File: src/rtl/pipe_stage_reg.sv
// pipe_stage_reg
// Two-entry skid-buffer pipeline register for an instruction/operand stream.
// The main register drives the outputs; the skid register catches one extra
// entry so that in_ready can be a plain register with no combinational path
// from out_ready.
//
// Ports
//   clk, rst             rising-edge clock, synchronous active-high reset
//   in_valid/in_ready    upstream handshake (in_ready registered, = !skid valid)
//   in_addr, in_data     incoming instruction-memory address and payload
//   out_valid/out_ready  downstream handshake
//   out_addr, out_data   address and payload of the head (main) entry
//   flush                drop every held entry (taken branch)
//   occupancy            registered count of held entries, 0..2
//   bubble_cnt           saturating count of cycles with out_ready && !out_valid
module pipe_stage_reg #(
  parameter int DATA_W = 32,
  parameter int ADDR_W = 11,
  parameter int CNT_W  = 16
) (
  input  logic              clk,
  input  logic              rst,
  input  logic              in_valid,
  output logic              in_ready,
  input  logic [ADDR_W-1:0] in_addr,
  input  logic [DATA_W-1:0] in_data,
  output logic              out_valid,
  input  logic              out_ready,
  output logic [ADDR_W-1:0] out_addr,
  output logic [DATA_W-1:0] out_data,
  input  logic              flush,
  output logic [1:0]        occupancy,
  output logic [CNT_W-1:0]  bubble_cnt
);

  localparam logic [CNT_W-1:0] CNT_MAX = {CNT_W{1'b1}};

  logic              main_valid_r;
  logic              skid_valid_r;
  logic              in_ready_r;
  logic [1:0]        occupancy_r;
  logic [CNT_W-1:0]  bubble_cnt_r;
  logic [ADDR_W-1:0] main_addr_r;
  logic [DATA_W-1:0] main_data_r;
  logic [ADDR_W-1:0] skid_addr_r;
  logic [DATA_W-1:0] skid_data_r;

  logic              xfer_in_s;
  logic              xfer_out_s;
  logic              main_valid_s;
  logic              skid_valid_s;
  logic              main_load_in_s;
  logic              main_load_skid_s;
  logic              skid_load_s;
  logic              bubble_inc_s;

  assign xfer_in_s  = in_valid && in_ready_r;
  assign xfer_out_s = main_valid_r && out_ready;

  // Next-state of the valid bits and the data-register load selects.
  always_comb begin
    main_valid_s     = main_valid_r;
    skid_valid_s     = skid_valid_r;
    main_load_in_s   = 1'b0;
    main_load_skid_s = 1'b0;
    skid_load_s      = 1'b0;
    if (flush) begin
      // Flush wins over any handshake in the same cycle.
      main_valid_s = 1'b0;
      skid_valid_s = 1'b0;
    end else if (!main_valid_r) begin
      // Empty: skid is necessarily empty too.
      if (xfer_in_s) begin
        main_valid_s   = 1'b1;
        main_load_in_s = 1'b1;
      end else begin
        main_valid_s = 1'b0;
      end
    end else if (!skid_valid_r) begin
      // One entry held.
      if (xfer_in_s && xfer_out_s) begin
        main_load_in_s = 1'b1;
      end else if (xfer_in_s) begin
        skid_valid_s = 1'b1;
        skid_load_s  = 1'b1;
      end else if (xfer_out_s) begin
        main_valid_s = 1'b0;
      end else begin
        main_valid_s = 1'b1;
      end
    end else begin
      // Full: in_ready is low, so only a drain can happen.
      if (xfer_out_s) begin
        main_load_skid_s = 1'b1;
        skid_valid_s     = 1'b0;
      end else begin
        skid_valid_s = 1'b1;
      end
    end
  end

  // A bubble is a cycle where downstream could take data but none is offered.
  assign bubble_inc_s = out_ready && !main_valid_r && (bubble_cnt_r != CNT_MAX);

  // Control state: valid bits, registered in_ready/occupancy, bubble counter.
  always_ff @(posedge clk) begin
    if (rst) begin
      main_valid_r <= 1'b0;
      skid_valid_r <= 1'b0;
      in_ready_r   <= 1'b1;
      occupancy_r  <= 2'd0;
      bubble_cnt_r <= {CNT_W{1'b0}};
    end else begin
      main_valid_r <= main_valid_s;
      skid_valid_r <= skid_valid_s;
      in_ready_r   <= !skid_valid_s;
      occupancy_r  <= {1'b0, main_valid_s} + {1'b0, skid_valid_s};
      if (bubble_inc_s) begin
        bubble_cnt_r <= bubble_cnt_r + {{(CNT_W-1){1'b0}}, 1'b1};
      end
    end
  end

  // Payload registers: no reset, their contents only matter when valid.
  always_ff @(posedge clk) begin
    if (main_load_in_s) begin
      main_addr_r <= in_addr;
      main_data_r <= in_data;
    end else if (main_load_skid_s) begin
      main_addr_r <= skid_addr_r;
      main_data_r <= skid_data_r;
    end
    if (skid_load_s) begin
      skid_addr_r <= in_addr;
      skid_data_r <= in_data;
    end
  end

  assign in_ready   = in_ready_r;
  assign out_valid  = main_valid_r;
  assign out_addr   = main_addr_r;
  assign out_data   = main_data_r;
  assign occupancy  = occupancy_r;
  assign bubble_cnt = bubble_cnt_r;

endmodule

File: config.mk
export PLATFORM = sky130hd
export DESIGN_NAME = pipe_stage_reg
export DESIGN_NICKNAME = d
export VERILOG_FILES = /design/src/rtl/pipe_stage_reg.sv
export SDC_FILE = /design/constraint.sdc
export NUM_CORES = 1
export LEC_CHECK = 0
export CORE_UTILIZATION = 45
export DETAILED_ROUTE_END_ITERATION = 10
export GPL_ROUTABILITY_DRIVEN = 1
export GPL_TIMING_DRIVEN = 0
export PLACE_DENSITY = 0.79
export SLEW_MARGIN = 10
export SYNTH_ARGS = -nofsm -noshare
export SYNTH_HDL_FRONTEND = slang
export SYNTH_SLANG_ARGS = --single-unit
export TNS_END_PERCENT = 20
File: constraint.sdc
create_clock -name clk -period 7.2 [get_ports clk]
set_clock_uncertainty 0.15 [all_clocks]
set_input_delay 0.72 -clock clk [delete_from_list [all_inputs] [get_ports clk]]
set_output_delay 0.72 -clock clk [all_outputs]
set_load 0.05 [all_outputs]
==> results of run 1 <==
[critical path: stages]
cell and delay [ps]:
clkdlybuf4s50_1 540, nand2b_1 110, a211oi_2 550, buf_2 370
mux2_2 370
[placed cells by master (no fill, tap or decap), types with 3 or more instances in the layout]
cell | synthesis | routed
clkbuf_8 | 0 | 9
nand2_1 | 8 | 8
and3_1 | 3 | 3
buf_2 | 5 | 5
clkdlybuf4s50_1 | 0 | 109
nand4_1 | 5 | 5
dfxtp_1 | 21 | 21
mux2_2 | 43 | 43
edfxtp_1 | 86 | 86
buf_6 | 1 | 4
o31ai_1 | 4 | 4
clkinv_4 | 0 | 3
buf_4 | 0 | 8
o21ai_0 | 4 | 4
or4_1 | 4 | 4
a21oi_1 | 16 | 16
or3_1 | 9 | 9
o21ai_1 | 6 | 6
nor2_1 | 5 | 5
[flip-flops by register name (all words and copies together), names as in the netlist]
register and count:
out_addr 11, skid_data_r 32, out_data 32, in_ready 1, skid_valid_r 1, bubble_cnt 16
occupancy 2, out_valid 1, skid_addr_r 11
[logic make-up after synthesis]
logic type,after synthesis,share of synthesized area (%)
AOI/OAI and AO/OA,35,5.576
xor gates and xnor gates,3,0.6400
adders and majority gates,1,0.3046
buffers and inverters,11,1.615
DFF,107,73.13
muxes,44,12.04
and+or+nand+nor,47,6.703
[final timing paths]
| check | slack (ps) | end | cells after the start |
|---|---|---|---|
| worst max register to register | 4920 | out_data[19]$_DFFE_PP_ | 4 |
| worst max-delay path | 4500 | out_data[19]$_DFFE_PP_ | 5 |
| worst min-delay path | 380 | bubble_cnt[15]$_SDFFE_PP0P_ | 2 |
| worst min register to register | 380 | bubble_cnt[15]$_SDFFE_PP0P_ | 2 |
[per-stage QoR]
stage	util, %	power (mW)	instance area (um2)	worst slack [ps]	instances
after floorplan	-	0.7800	4106	1441	248
final	64.19	1.178	5625	4497	492
after detailed placement	62.05	0.8430	5438	4081	476
after global routing	64.19	1.216	5625	4353	492
after CTS	64.19	1.189	5625	4476	492
after global placement	60.85	0.8381	5333	-1324	465
[per-layer routing]
metal  track usage [%]  routed length, um
met2             27.76               3856
met4             7.127                106
met1             25.65               3961
met3             4.460                511
met5                 0                  0
[report_power, final]
| part | internal (mW) | switching, mW |
|---|---|---|
| Combinational | 0.0628 | 0.0782 |
| Clock | 0.134 | 0.216 |
| Sequential | 0.682 | 0.00497 |
[area by class of cell]
class / instances / area [um2] / area share, %
well taps: 108 / 135.1 / 2.402
repair buffers: 120 / 1185 / 21.06
clock buffers: 10 / 127.6 / 2.269
clock inverters: 6 / 60.06 / 1.068
multi-input cells: 130 / 1049 / 18.64
plain buffers: 9 / 58.81 / 1.045
inverters: 2 / 7.507 / 0.1335
flip-flops and latches: 107 / 3003 / 53.38
==> run metrics, run 1 <==
gr ovfl total 0; leakage 1.894 nW; Post-synth top cells edfxtp_1 (86), mux2_2 (43), dfxtp_1 (21); crit path time final 2703 ps; Hold WC Path Type flip-flop to flip-flop; fillers 648; CP required 7170 ps; Rows 34; CTS tree done; largest net degree at the start of global routing 20; number of flops mapped to enable cells by yosys 86; vias 2619; final setup TNS 0 ps; critical path startpoint category input port; vias in the first global route 2612; RR Startpoint skid_valid_r$_SDFF_PP0_; hold_buf cts 0; Netlist cell types 37; syn nets 297; share of layout cells above drive strength 1 21.35%; Post-DP HPWL 5981 um; 1st-pass router iterations 4; Final ANT Viol Nets 0; worst path arrival time 2670 ps; worst skew pair latency 370 ps; Max Cap Viol 0; Hold Crit Start bubble_cnt[15]$_SDFFE_PP0P_; global-route wire length before repair 13590 um; hold_ws 384.2 ps; Clock Sinks 107; Die ar. 9511 um2; CP startpoint out_ready; Crit Path Class input port to flip-flop; die height 97.53 um; Nets 428; top_reg_cell synth edfxtp_1; CTS Buf Count 9; post-CTS setup buffers 0; CTS Root Cell clkbuf_8; Power Dens Cells 209.3 nW/um2; Reg clk slew, reported paths 100 ps; max frequency 0.3699 GHz; worst ir drop on vdd 0.09737 mV; post-CTS sizing 0; post-synthesis sequential area ratio 73.13%; Detailed Route Iter0 Violations 70; core area 8763 um2; fin crit share 37.55%; Setup-failing EPs final 0; Yosys warnings 0; CTS H-tree depth 3; largest buffer count on any clock path 2; DRC 0; # port buffers 109; routability cong. 0.8633; outcome complete, no violations; Critical Path Sink Type flip-flop; antenna diode count 0; top post-synthesis cells by area edfxtp_1 (63%), mux2_2 (12%), dfxtp_1 (10%); share of the synthesized area in the top cell type 62.89%; fin. max-slew vios 0; number of I/O pins 111; most frequent cell after synthesis edfxtp_1; Relative slew margins 44.24%; initial antenna violation count 0; vias per inst 5.323; Syn Inst Count 248; RSZ-0062 raised after global routing false; area grow syn2layout 36.99%; gr usage total 18.36%; die width 97.53 um; drt wl/cell 17.15 um; synthesized area 4106 um2; Starting Density 46.86%; final hold vios 0; Post-synth ARST share 0%; Post-Syn Area per Cell 16.56 um2; Routed WL 8436 um; critical path fanouts, max 10; synthesized flop and latch total 107; dominant cell type by area after synthesis edfxtp_1; worst slew pin tran 829.6 ps
Note: power is estimated with default switching activity, not from simulation.
==> run 2, diff against run 1 <==
clock period = 2.5 ns   (was 7.2 ns; I/O delays follow)
==> run metrics, run 2 (synthesis results as in run 1) <==
CP required 2460 ps (-4710 ps); post-CTS sizing 0 (unchanged); Critical Path Sink Type flip-flop; R2R setup slack 210 ps (-4710 ps); hold_buf cts 0 (unchanged); RR Endpoint out_addr[4]$_DFFE_PP_; RR Startpoint skid_valid_r$_SDFF_PP0_; number of I/O pins 111 (unchanged); Final ANT Viol Nets 0 (unchanged); drt wl/cell 16.88 um (-1.5%); 1st-pass router iterations 4 (unchanged); antenna diode count 0 (unchanged); core area 8763 um2 (unchanged); Sw Share 25.28% (-0.089 points); DRC 0 (unchanged); Nets 423 (-1.2%); Critical Path Slowest Stage Cell a211oi_2; Routed WL 8222 um (-2.5%); routability cong. 0.8932 (+3.5%); area grow syn2layout 37.72%; crit path time final 2285 ps; worst path arrival time 2250 ps (-420 ps); Seq pwr share 58.4% (about the same); Hold WC Path Type input port to flip-flop; hold_ws 148.4 ps (-235.7 ps); Starting Density 46.86% (unchanged); clock network power share 29.4% (-0.2 points); worst ir drop on vdd 0.3963 mV (+310%); Comb power frac 12.2% (+0.2 points); worst stage delay on the critical path 550 ps (about the same); worst slew pin tran 746.4 ps (-83.12 ps); vias in the first global route 2564 (-1.8%); fin. max-slew vios 0 (unchanged); NetSw 0.8556 mW (+190%); Cell Int Power 2.529 mW (+190%); Detailed Route Iter0 Violations 87 (+24%); # port buffers 109 (unchanged); RSZ-0062 raised after global routing false; leakage 1.883 nW (-0.55%); Relative slew margins 50.18% (+5.9 points); die width 97.53 um (unchanged); vias 2570 (-1.9%); Crit Path Class flip-flop to flip-flop; fin crit share 91.41%; Post-DP HPWL 5898 um (-1.4%); post-layout util 64.53% (+0.34 points); outcome complete, no violations; CTS Buf Count 9 (unchanged); worst skew pair latency 360 ps (about the same); Reg clk slew, reported paths 100 ps (about the same); fillers 634 (-2.2%); Setup-failing EPs final 0 (unchanged); Die ar. 9511 um2 (unchanged); Rows 34 (unchanged); post-CTS setup buffers 0 (unchanged); initial antenna violation count 0 (unchanged); max frequency 0.4376 GHz; vias per inst 5.277 (-0.86%); Max Cap Viol 0 (unchanged); Buf/Inv on CP 1 (-1); most common cell after layout, fill and taps aside clkdlybuf4s50_1; worst hold endpoint bubble_cnt[2]$_SDFFE_PP0P_; CTS Root Cell clkbuf_8; Worst path depth 4 (-1); die height 97.53 um (unchanged); Cell Chain, Critical Path nand2b_1 > a211oi_2 > buf_2 > mux2_2; largest buffer count on any clock path 2 (unchanged); share of layout cells above drive strength 1 21.11% (-0.25 points); critical path fanouts, max 10 (unchanged); Clock Sinks 107 (unchanged); R2R cell count 4 (unchanged); Power Dens Cells 598.4 nW/um2 (+190%); critical path startpoint category flip-flop; gr ovfl total 0 (unchanged); gr usage total 17.80% (-0.56 points); CTS H-tree depth 3 (unchanged); largest net degree at the start of global routing 20 (unchanged); final hold vios 0 (unchanged); most frequent cells in the layout clkdlybuf4s50_1 (109), edfxtp_1 (86), mux2_2 (43); Top delay family on crit path compound AO/OA/AOI/OAI gates; CTS tree done; Hold Crit Start rst; global-route wire length before repair 13370 um (-1.6%); hold path depth 2 (unchanged)
## run 2: changes by cell type in the layout (fill, tap and decap cells not counted), moves of 2 or more
| cell | change |
|---|---|
| buf_4 | -8 |
| buf_8 | +2 |
| dfxtp_1 | -2 |
| dfxtp_4 | +2 |
| inv_8 | +2 |
## run 2: area by class of cell
cell class	count	area [um2]	share of cell area (%)
repair buffers	115	1182	20.91
plain buffers	9	65.06	1.150
multi-input cells	130	1071	18.94
flip-flops and latches	107	3010	53.23
inverters	2	7.507	0.1327
clock buffers	9	123.9	2.190
well taps	108	135.1	2.389
clock inverters	7	60.06	1.062
## run 2: metrics by stage
stage | area [um2] | instances | TNS (ps) | worst slack (ps) | total power, mW
floorplan | 4154 | 248 | -9022 | -209.8 | 2.247
global placement | 5380 | 465 | -93220 | -1252 | 2.415
detailed placement | 5472 | 471 | -7974 | -169.5 | 2.432
CTS | 5655 | 487 | 0 | 154.0 | 3.414
global route | 5655 | 487 | 0 | 59.82 | 3.510
finish | 5655 | 487 | 0 | 214.8 | 3.384
## run 2: worst max-delay path by stage
stage | from | to | slack (ps)
after global routing | skid_valid_r$_SDFF_PP0_ | out_data[14]$_DFFE_PP_ | 60
final | skid_valid_r$_SDFF_PP0_ | out_addr[4]$_DFFE_PP_ | 210
after global placement | out_ready | skid_addr_r[0]$_DFFE_PP_ | -1250
after CTS | skid_valid_r$_SDFF_PP0_ | out_data[5]$_DFFE_PP_ | 150
after detailed placement | out_ready | out_data[8]$_DFFE_PP_ | -170
after floorplan | out_valid$_SDFF_PP0_ | skid_addr_r[0]$_DFFE_PP_ | -210
## run 2: worst reg2reg max path, stage by stage (launching register included)
cell      delay (ps)
dfxtp_1          400
nand2b_1         200
a211oi_2         550
buf_2            370
mux2_2           370
## run 2: routing by layer
metal	part of all wire, %	vias up	track usage [%]
li1	-	1224	-
met5	0	-	0
met4	0.86	0	4.186
met3	5.6	7	4.460
met2	47	94	28.03
met1	46	1245	24.90
## run 2: power by group through the flow
stage | registers, mW | clock network (mW) | logic (mW)
final | 1.98 | 0.994 | 0.413
after global routing | 1.98 | 1.09 | 0.433
after CTS | 1.98 | 1.02 | 0.416
after detailed placement | 2.02 | 0 | 0.413
after global placement | 2.02 | 0 | 0.395
after floorplan | 2.14 | 0 | 0.106
==> run 3, diff against run 2 <==
--- a/config.mk
+++ b/config.mk
@@ -10,5 +10,5 @@
 export GPL_ROUTABILITY_DRIVEN = 1
 export GPL_TIMING_DRIVEN = 0
-export PLACE_DENSITY = 0.79
+export PLACE_DENSITY_LB_ADDON = 0.3
 export SLEW_MARGIN = 10
 export SYNTH_ARGS = -nofsm -noshare
==> constraint.sdc (replaced) <==
create_clock -name clk -period 2.5 [get_ports clk]
set_clock_uncertainty 0.15 [all_clocks]
set_input_delay 0.625 -clock clk [delete_from_list [all_inputs] [get_ports clk]]
set_output_delay 0.625 -clock clk [all_outputs]
set_load 0.05 [all_outputs]
==> run metrics, run 3 (synthesis results as in run 1) <==
Cell Int Power 2.536 mW (+0.27%); Comb power frac 12.0% (-0.2 points); Hold Crit Start bubble_cnt[15]$_SDFFE_PP0P_; NetSw 0.8458 mW (-1.1%); largest buffer count on any clock path 2 (unchanged); crit path time final 2428 ps (+142.6 ps); critical path fanouts, max 8 (-2); RR Endpoint out_data[23]$_DFFE_PP_; critical path startpoint category flip-flop; CTS tree done; worst ir drop on vdd 0.2789 mV (-30%); DRC 0 (unchanged); vias 2557 (-0.51%); area grow syn2layout 37.81% (about the same); final hold vios 0 (unchanged); worst hold endpoint bubble_cnt[15]$_SDFFE_PP0P_; CTS H-tree depth 3 (unchanged); Clock Sinks 107 (unchanged); core area 8763 um2 (unchanged); worst path arrival time 1650 ps (-600 ps); Post-DP HPWL 5548 um (-5.9%); die width 97.53 um (unchanged); # port buffers 109 (unchanged); Die ar. 9511 um2 (unchanged); gr usage total 17.10% (-0.69 points); Cell Chain, Critical Path clkdlybuf4s50_1; R2R cell count 4 (unchanged); clock network power share 29.5% (about the same); global-route wire length before repair 12860 um (-3.8%); most frequent cells in the layout clkdlybuf4s50_1 (105), edfxtp_1 (86), mux2_2 (43); leakage 1.916 nW (+1.7%); number of I/O pins 111 (unchanged); post-layout util 64.58% (about the same); # placed instances 471 (unchanged); fin crit share 97.11% (+5.7 points); Reg clk slew, reported paths 100 ps (about the same); worst slew pin tran 826.6 ps (+80.17 ps); drt wl/cell 16.10 um (-4.7%); CTS Buf Count 9 (unchanged); Relative slew margins 44.83% (-5.4 points); R2R setup slack 260 ps (+50 ps); most common cell after layout, fill and taps aside clkdlybuf4s50_1; Final ANT Viol Nets 0 (unchanged); Nets 424 (+0.24%); RR Startpoint skid_valid_r$_SDFF_PP0_; 1st-pass router iterations 4 (unchanged); Hold WC Path Type flip-flop to flip-flop; worst stage delay on the critical path 850 ps (+300 ps); Detailed Route Iter0 Violations 62 (-29%); max frequency 0.4119 GHz (-5.9%); gr ovfl total 0 (unchanged); outcome complete, no violations; Power Dens Cells 597.5 nW/um2 (-0.16%); CP required 1730 ps (-730 ps); Max Cap Viol 0 (unchanged); die height 97.53 um (unchanged); vias in the first global route 2569 (+0.20%); fin. max-slew vios 0 (unchanged); fin cells 489 (+0.41%); Crit Path Class flip-flop to primary output; Critical Path Sink Type primary output; hold path depth 2 (unchanged); initial antenna violation count 1 (+1); Top delay family on crit path buffers and inverters; hold_buf cts 0 (unchanged); vias per inst 5.229 (-0.91%); Sw Share 25.01% (-0.27 points); RSZ-0062 raised after global routing false; Critical Path Slowest Stage Cell clkdlybuf4s50_1; Starting Density 46.86% (unchanged); Rows 34 (unchanged); Routed WL 7871 um (-4.3%); routability cong. 0.8239 (-7.8%); worst skew pair latency 360 ps (about the same); largest net degree at the start of global routing 20 (unchanged); CTS Root Cell clkbuf_8; Setup-failing EPs final 0 (unchanged); Buf/Inv on CP 1 (unchanged); share of layout cells above drive strength 1 21.84% (+0.73 points); Seq pwr share 58.5% (about the same)
[run 3: how the worst max path moves through the flow]
stage | slack, ps | startpoint | to | depth (start not counted)
global placement | -1620 | out_ready | skid_addr_r[9]$_DFFE_PP_ | 3
finish | 70 | bubble_cnt[2]$_SDFFE_PP0P_ | bubble_cnt[2] | 1
CTS | 40 | bubble_cnt[2]$_SDFFE_PP0P_ | bubble_cnt[2] | 1
detailed placement | -700 | out_ready | skid_addr_r[9]$_DFFE_PP_ | 7
global route | 8 | bubble_cnt[2]$_SDFFE_PP0P_ | bubble_cnt[2] | 1
floorplan | -330 | out_ready | skid_addr_r[0]$_DFFE_PP_ | 2
[run 3: area by class of cell]
type | instances | area (um2)
diodes | 1 | 2.502
plain buffers | 9 | 58.81
clock buffers | 10 | 127.6
clock inverters | 6 | 57.56
fillers | 637 | 3104
inverters | 2 | 7.507
multi-input cells | 130 | 1077
flip-flops and latches | 107 | 3008
well taps | 108 | 135.1
repair buffers | 116 | 1185
[run 3: power by group through the flow]
stage | clock network [mW] | registers (mW) | logic [mW]
2_1_floorplan | 0 | 2.14 | 0.106
4_1_cts | 1.04 | 1.98 | 0.411
3_3_place_gp | 0 | 2.02 | 0.392
6_report | 0.996 | 1.98 | 0.406
5_1_grt | 1.10 | 1.98 | 0.431
3_5_place_dp | 0 | 2.02 | 0.409
[run 3: stage by stage]
step	TNS (ps)	setup slack [ps]	total power [mW]	hold slack [ps]	area [um2]
2_1_floorplan	-18830	-333.8	2.247	374.8	4145
3_3_place_gp	-137990	-1616	2.413	339.1	5371
3_5_place_dp	-49820	-696.0	2.429	350.4	5459
4_1_cts	0	36.14	3.426	369.7	5654
5_1_grt	0	7.870	3.510	391.1	5659
6_report	0	72.19	3.381	370.5	5659
[run 3: layer usage]
| layer | wire length (um) | vias up | track usage (%) |
|---|---|---|---|
| met1 | 3622 | 1244 | 22.85 |
| met2 | 3771 | 81 | 27.38 |
| li1 | - | 1228 | - |
| met4 | 60 | 0 | 6.448 |
| met3 | 416 | 4 | 3.813 |
| met5 | 0 | - | 0 |
[run 3: timing repair]
action | CTS | global route
buffers inserted | 1 | 0
pin swaps | 2 | 0
resized for setup | 5 | 1
gates cloned | 0 | 0
setup endpoints to repair | 73 | 1
==> RTL change, RTL diff (config.mk and constraints of run 3) <==
Make the reset (`rst`) asynchronous in one clocked block. Comments in the files are not updated.
--- a/src/rtl/pipe_stage_reg.sv
+++ b/src/rtl/pipe_stage_reg.sv
@@ -105,3 +105,3 @@
   // Control state: valid bits, registered in_ready/occupancy, bubble counter.
-  always_ff @(posedge clk) begin
+  always_ff @(posedge clk or posedge rst) begin
     if (rst) begin
Behaviour: not the same (a bounded check fails within 4 cycles, from zero or initial values and one cycle with rst high).
==> RTL change against run 3 <==
- cell area is 1.8% higher
- sequential cell count unchanged
- wire length up 6.6%
- via count fell by 1.1%
- setup slack gained 4.6 ps
- area after synthesis increased by 2.2%
- critical endpoint unchanged
Power is not compared: it rests on default switching activity, and its combinational part moved more than twofold at a synthesized area within 25%.
==> RTL change: results (changes against run 3) <==
- Synth Area in Compound Gates: 2.982% (-2.6 points)
- Post-synth ARST share: 19.63% (+20 points)
- Post-layout min period: 2423 ps (-4.559 ps)
- Post-CTS sizing: 4 (-1)
- DRT iter0 DRCs: 117 (+89%)
- DRT Wirelength: 8.388 mm (+6.6%)
- Net Count, Synth: 283 (-4.7%)
- Most frequent cells after synthesis: edfxtp_1 (86), mux2_2 (40), dfrtp_1 (20), xnor2_1 (8)
- WL met3: 387 um (-7.0%)
- Dpl ws: -978.7 ps (-282.7 ps)
- Hold path start: bubble_cnt[7]$_DFFE_PP0P_
- Met2 usage in global routing: 27.36% (about the same)
- GPL Wtd Cong: 0.8107 (-1.6%)
- HPWL Detailed: 5.414 mm (-2.4%)
- Top cells by area, synth: edfxtp_1 (62%), dfrtp_1 (12%), mux2_2 (11%)
- Worst-Margin Slew: 821.3 ps (-5.338 ps)
- Layout area overhead: 37.34%
- Synth Area in XOR/XNOR: 2.088% (+1.4 points)
- Hold EP: bubble_cnt[7]$_DFFE_PP0P_
- Nets: 413 (-2.6%)
- Placement Cell Area: 5482 um2 (+0.41%)
- Synth Area in Adders: 0.2982% (-0.0065 points)
- Status: completed
- Placed cells: 453 (-3.8%)
- FF-to-FF Start: skid_valid_r$_DFF_PP0_
- Met3 Use GR: 3.546% (-0.27 points)
- H-tree depth: 3 (unchanged)
- Reg2Reg Capture Point: out_data[26]$_DFFE_PP_
- Largest net degree at the start of global routing: 23 (+15%)
- Initial antenna violation count: 0 (-1)
- Routed WL per cell: 17.58 um (+9.2%)
- Worst setup startpoint: bubble_cnt[2]$_DFFE_PP0P_
- Hold-critical path depth: 1 (-1)
- Sequential area share after synthesis: 74.11% (+0.99 points)
- Vias per inst: 5.302 (+1.4%)
- Die width: 98.56 um (+1.1%)
- Register-to-register setup slack: 310 ps (+50 ps)
- Fill count: 683 (+7.2%)
- Setup bufs post-CTS: 4 (+3)
- 1st-pass router iterations: 4 (unchanged)
- WL met1: 3.994 mm (+10%)
- Hold WS: 370.7 ps (+0.2320 ps)
- Worst Path Arrival: 1650 ps (about the same)
- Inserted Diodes: 0 (-1)
- First-pass GRT wire length: 13.61 mm (+5.8%)
- Met1 usage: 26.52% (+3.7 points)
- Post-synthesis mux area share: 11.81% (-0.23 points)
- Syn_area_per_cell: 17.93 um2 (+8.3%)
- Port Buf Inserts: 108 (-0.92%)
- Share of cells above drive strength 1: 23.58% (+1.7 points)
- Crit path max fanout: 6 (-2)
RTL change: cell types whose count changed after synthesis, sizes merged, moves of 4 or more:
cell	before	now
xnor2	1	8
or3	9	1
dfxtp	21	0
nand3	2	7
o31ai	4	0
a21oi	16	6
dfrtp	0	20
o21ai	10	1
RTL change: power groups by stage:
stage / clock network, mW / logic, mW / registers [mW]
global placement: 0 / 0.889 / 2.19
detailed placement: 0 / 0.903 / 2.19
finish: 1.00 / 0.914 / 2.16
global route: 1.12 / 0.958 / 2.18
CTS: 1.04 / 0.917 / 2.16
floorplan: 0 / 0.228 / 2.52
RTL change: area by class of cell:
cell class | instances | share of cell area, %
flip-flops and latches | 107 | 54.03
inverters | 5 | 0.3257
multi-input cells | 116 | 18.44
well taps | 108 | 2.345
clock inverters | 6 | 0.9772
plain buffers | 7 | 1.129
repair buffers | 118 | 20.54
clock buffers | 10 | 2.215
